<file path="src/rtl/mux_scan_pkg.sv">
// Shared constants and FSM state type for the mux scan sequencer.
package mux_scan_pkg;

    localparam int NUM_CH      = 4;  // channels scanned per word
    localparam int SEL_W       = 2;  // width of the mux select lines
    localparam int DWELL_W_DEF = 3;  // default width of the settle-count input

    typedef enum logic [1:0] {
        ST_IDLE,
        ST_SETTLE,
        ST_SAMPLE,
        ST_DONE
    } state_t;

endpackage

</file>
<file path="src/rtl/sync_rise_det.sv">
// Two-flop synchronizer for an asynchronous pad input followed by a
// rising-edge detector. The edge history flop is held high until the
// synchronizer carries genuine post-reset samples, so a level that is
// already high when reset releases is never reported as an edge.
module sync_rise_det (
    input  logic clk,
    input  logic rst_n,
    input  logic async_i,
    output logic rise_o
);

    logic       meta_q;
    logic       sync_q;
    logic       prev_q;
    logic [1:0] fill_q;

    // Synchronizer chain, fill tracker and edge history register
    always_ff @(posedge clk or negedge rst_n) begin
        if (!rst_n) begin
            meta_q <= 1'b0;
            sync_q <= 1'b0;
            prev_q <= 1'b1;
            fill_q <= 2'b00;
        end else begin
            meta_q <= async_i;
            sync_q <= meta_q;
            fill_q <= {fill_q[0], 1'b1};
            prev_q <= fill_q[1] ? sync_q : 1'b1;
        end
    end

    assign rise_o = sync_q & ~prev_q;

endmodule

</file>
<file path="src/rtl/mux_scan_sequencer.sv">
// Steps the select lines of an external 4:1 mux, waits a programmable
// settle time on each channel, samples the mux output and presents the
// assembled word on a valid/ready interface with a sticky overrun flag.
module mux_scan_sequencer
    import mux_scan_pkg::*;
#(
    parameter int DWELL_W = DWELL_W_DEF,
    parameter int NUM_CH  = mux_scan_pkg::NUM_CH
) (
    input  logic               clk,
    input  logic               rst_n,
    input  logic               start,
    input  logic               cont,
    input  logic [DWELL_W-1:0] dwell,
    input  logic               y_in,
    output logic [SEL_W-1:0]   sel_out,
    output logic [NUM_CH-1:0]  data_out,
    output logic               data_valid,
    input  logic               data_ready,
    output logic               busy,
    output logic               overrun
);

    localparam logic [SEL_W-1:0] LAST_IDX = SEL_W'(NUM_CH - 1);

    state_t              state_q,  state_d;
    logic [SEL_W-1:0]    idx_q,    idx_d;
    logic [DWELL_W-1:0]  cnt_q,    cnt_d;
    logic [DWELL_W-1:0]  dwell_q,  dwell_d;
    logic [NUM_CH-1:0]   shadow_q, shadow_d;
    logic [NUM_CH-1:0]   data_q,   data_d;
    logic                valid_q,  valid_d;
    logic                ovr_q,    ovr_d;
    logic                trig;

    sync_rise_det u_start_sync (
        .clk     (clk),
        .rst_n   (rst_n),
        .async_i (start),
        .rise_o  (trig)
    );

    // State and datapath registers
    always_ff @(posedge clk or negedge rst_n) begin
        if (!rst_n) begin
            state_q  <= ST_IDLE;
            idx_q    <= '0;
            cnt_q    <= '0;
            dwell_q  <= '0;
            shadow_q <= '0;
            data_q   <= '0;
            valid_q  <= 1'b0;
            ovr_q    <= 1'b0;
        end else begin
            state_q  <= state_d;
            idx_q    <= idx_d;
            cnt_q    <= cnt_d;
            dwell_q  <= dwell_d;
            shadow_q <= shadow_d;
            data_q   <= data_d;
            valid_q  <= valid_d;
            ovr_q    <= ovr_d;
        end
    end

    // Next-state logic: scan sequencing, word hand-off and overrun tracking
    always_comb begin
        state_d  = state_q;
        idx_d    = idx_q;
        cnt_d    = cnt_q;
        dwell_d  = dwell_q;
        shadow_d = shadow_q;
        data_d   = data_q;
        valid_d  = valid_q;
        ovr_d    = ovr_q;

        // A consumed word frees the output; DONE below may refill it the same cycle
        if (valid_q && data_ready) begin
            valid_d = 1'b0;
        end

        case (state_q)
            ST_IDLE: begin
                if (trig) begin
                    idx_d   = '0;
                    cnt_d   = dwell;
                    dwell_d = dwell;
                    state_d = ST_SETTLE;
                end
            end
            ST_SETTLE: begin
                if (cnt_q == '0) begin
                    state_d = ST_SAMPLE;
                end else begin
                    cnt_d = cnt_q - DWELL_W'(1);
                end
            end
            ST_SAMPLE: begin
                shadow_d[idx_q] = y_in;
                if (idx_q == LAST_IDX) begin
                    state_d = ST_DONE;
                end else begin
                    idx_d   = idx_q + SEL_W'(1);
                    cnt_d   = dwell_q;
                    state_d = ST_SETTLE;
                end
            end
            ST_DONE: begin
                if (!valid_q || data_ready) begin
                    data_d  = shadow_q;
                    valid_d = 1'b1;
                end else begin
                    ovr_d = 1'b1;
                end
                // Select wraps back to channel 0 only here
                idx_d = '0;
                if (cont) begin
                    cnt_d   = dwell;
                    dwell_d = dwell;
                    state_d = ST_SETTLE;
                end else begin
                    state_d = ST_IDLE;
                end
            end
            default: begin
                state_d = ST_IDLE;
            end
        endcase
    end

    assign sel_out    = idx_q;
    assign data_out   = data_q;
    assign data_valid = valid_q;
    assign overrun    = ovr_q;
    assign busy       = (state_q != ST_IDLE);

endmodule

</file>
<file path="config.mk">
export PLATFORM = sky130hd
export DESIGN_NAME = mux_scan_sequencer
export DESIGN_NICKNAME = d
export VERILOG_FILES = /design/src/rtl/mux_scan_pkg.sv /design/src/rtl/sync_rise_det.sv /design/src/rtl/mux_scan_sequencer.sv
export SDC_FILE = /design/constraint.sdc
export NUM_CORES = 1
export LEC_CHECK = 0
export CORE_MARGIN = 5
export CORE_UTILIZATION = 45
export CTS_CLUSTER_SIZE = 10
export DETAILED_ROUTE_END_ITERATION = 7
export DONT_BUFFER_PORTS = 1
export PLACE_DENSITY_LB_ADDON = 0.3
export SYNTH_ARGS = -nofsm -noshare
export SYNTH_HDL_FRONTEND = slang
export SYNTH_HIERARCHICAL = 1
export SYNTH_SLANG_ARGS = --single-unit
</file>
<file path="constraint.sdc">
create_clock -name clk -period 2.6 [get_ports clk]
set_input_delay 0.13 -clock clk [delete_from_list [all_inputs] [get_ports clk]]
set_output_delay 0.13 -clock clk [all_outputs]
set_load 0.01 [all_outputs]
</file>
==> metrics <==
status finished, final reports clean; max cap viols 0; clock sinks 25; post-CTS setup repair buffer count 0; CTS tree built; WHS Endpoint data_valid; Pleak about 0.00064 uW; top post-synthesis cells by count dfrtp_1 (24), nand2_1 (12), ha_1 (11); post-synth net total roughly 130; clock root buffer clkbuf_4; die height 64.06 um; post-synth cell types 31; Synth area leaders dfrtp_1 (46%), ha_1 (10%), mux2_2 (5.1%), nand2b_1 (3.8%), mux2_1 (3.4%); largest net degree at the start of global routing 26; slowest cell on the critical path dfrtp_1; I/O Buffers 0; RSZ-0062 raised after global routing false; minimum clock period 1.700 ns; Filler Cells Inserted 255; Clk pin slew, worst setup/hold paths 0.13 ns; CORE AREA 0.002781 sq mm; Final Cycle Share 0.6537; Ports 18; CP peak stage delay 0.44 ns; number of DRC violations after detailed routing 0; clock skew approximately 0.0021 ns; FP Rows 19; GP Congestion 0.7809; Antenna Nets Post-Route 0; worst slew pin tran roughly 1.0 ns; maximum clock path buffer count 2; # diodes 0; Nets 142; kind of critical path flop to flop; cell count after synthesis 113; Clock Latency Late Sink 0.31 ns; Async SR Flop Fraction 1.000; Worst Path Max Fanout 10; critical path arrival 1.91 ns; slew margin rel. 0.2986; mapped cell area 0.001315 sq mm; Post-synth EDFFs 0; count of final setup violators 0; vias in the first global route 921; Die Wd between 60 and 70 um; Area growth syn-to-layout 8.849%; fraction of layout cells with a size suffix above 1 0.1736; flop2flop setup slack 0.90 ns; synthesized flop and latch total 25; cell accounting for the most synthesized area dfrtp_1; initial antenna violation count 0; worst min-delay path startpoint data_ready; crit-path leading delay family flip-flops; Peak VDD IR 700.0 uV; Initial Util 0.4728; CP Cell Sequence inv_1 -> ha_1 -> nand2_2 -> nand4_4 -> mux2_1; first drt pass iteration count 4; Vias/cell 5.322; sequential share of the synthesized area 0.4767; Crit path buffers/inverters 1; Yosys warning total 6; critical path capture point type flop; Yosys top cell area share 0.4567; R2R Path End cnt_q[0]; Tightest Hold Check Type input pin to flop; # H-tree levels 1; via count 809; Cell Pwr Density ~1200 mW/mm^2; Detailed Route Iter0 Violations 42; CP Launch Type flop; predominant post-synthesis flop cell dfrtp_1; global-route wire length before repair 4257 um; Die ar. about 0.0041 sq mm; HPWL Detailed approximately 1800 um; setup tns final 0 ns; CTS buffer count 3; Core Util, Final 0.5146; Reg-to-Reg Start state_q[0]; drt total wl 2318 um; Tot GR Track Use 0.1325; global route overflow 0; Critical Path RT 2.81 ns; R2R depth 5; WHS Path Cells 2; Synth Area per Inst 11.64 sq um; f_max 588.4 MHz; fin. max-slew vios 0; Hold Vio Cnt, Final 0; WL per Instance 15.25 um; count leader, synth dfrtp_1
where the power goes:
group | switching [uW] | total [uW] | internal (uW)
logic | 403 | 811 | 408
clock network | 113 | 172 | 58.7
registers | 139 | 686 | 547
total | 656 | 1670 | 1010
sequential cells by signal, indices dropped and copies added (netlist names):
signal / flops
cnt_q: 3
data_out: 4
data_valid: 1
dwell_q: 3
overrun: 1
sel_out: 2
shadow_q: 4
state_q: 2
u_start_sync/fill_q: 2
u_start_sync/meta_q: 1
u_start_sync/prev_q: 1
u_start_sync/sync_q: 1
cell families after synthesis:
family / count (synthesis) / share of synthesized area
compound gates: 14 / 0.08373
fa+ha+maj: 11 / 0.1047
buf+inv: 11 / 0.03520
flops: 25 / 0.4767
mux: 13 / 0.1123
other cells: 1 / 0.002852
simple gates: 38 / 0.1846
worst reg2reg max path: cells and delay by family (launching register included):
| kind | cells | cell delay [ns] |
|---|---|---|
| fa+ha+maj | 1 | 0.41 |
| buf+inv | 1 | 0.13 |
| flops | 1 | 0.44 |
| mux | 1 | 0.33 |
| simple gates | 2 | 0.28 |
through the flow:
step	hold WS [ns]	std cells	total power [uW]	setup WS, ns	instance area [sq um]
final	0.02811	152	1669	0.9004	1431
after global routing	0.02890	152	1835	0.8005	1431
after CTS	0.02013	152	1697	0.8920	1431
after detailed placement	-0.1650	142	1500	0.9291	1341
after global placement	-0.1649	142	1460	1.001	1341
after floorplan	-0.1656	113	1338	1.132	1315
metal layers:
layer | vias up | track usage | wire (um)
met5 | - | 0 | 0
met4 | 0 | 0.03896 | 28
met3 | 2 | 0.04729 | 131
met2 | 15 | 0.2274 | 1147
met1 | 396 | 0.1542 | 1010
li1 | 396 | - | -
placed cells by master (no fill, tap or decap), types with 2 or more instances in the layout:
master,n
dfrtp_1,24
nand2_1,12
ha_1,11
inv_1,9
nand2b_1,8
mux2_2,6
dlygate4sd3_1,6
a21oi_1,4
mux2_1,4
nor2_1,4
nand3_1,3
a221o_1,3
a31oi_1,3
clkbuf_4,3
nor2b_4,2
nor3_1,2
mux2i_1,2
repair_timing:
item | 4_1_cts | 5_1_grt
gates resized for setup | 0 | 0
hold buffers | 6 | 0
endpoints found under the setup margin | 0 | 0
endpoints found under the hold margin | 33 | 0
worst max path at each step:
stage	from	endpoint	slack [ns]	cells after the start
after detailed placement	state_q[0]	cnt_q[0]	0.93	5
after CTS	state_q[0]	cnt_q[0]	0.89	5
after floorplan	state_q[1]	state_q[1]	1.13	5
after global routing	state_q[0]	cnt_q[0]	0.80	5
final	state_q[0]	cnt_q[0]	0.90	5
after global placement	state_q[1]	state_q[1]	1.00	5
cell type report:
| cell class | count | area (sq um) | area share |
|---|---|---|---|
| Sequential cell | 25 | 626.9 | 0.4379 |
| Timing Repair Buffer | 6 | 60.06 | 0.04196 |
| Inverter | 9 | 33.78 | 0.02360 |
| Clock inverter | 1 | 7.507 | 0.005245 |
| Clock buffer | 3 | 22.52 | 0.01573 |
| Multi-Input combinational cell | 77 | 641.9 | 0.4484 |
| Tap cell | 31 | 38.79 | 0.02710 |
Power figures use the tool's default switching activity.
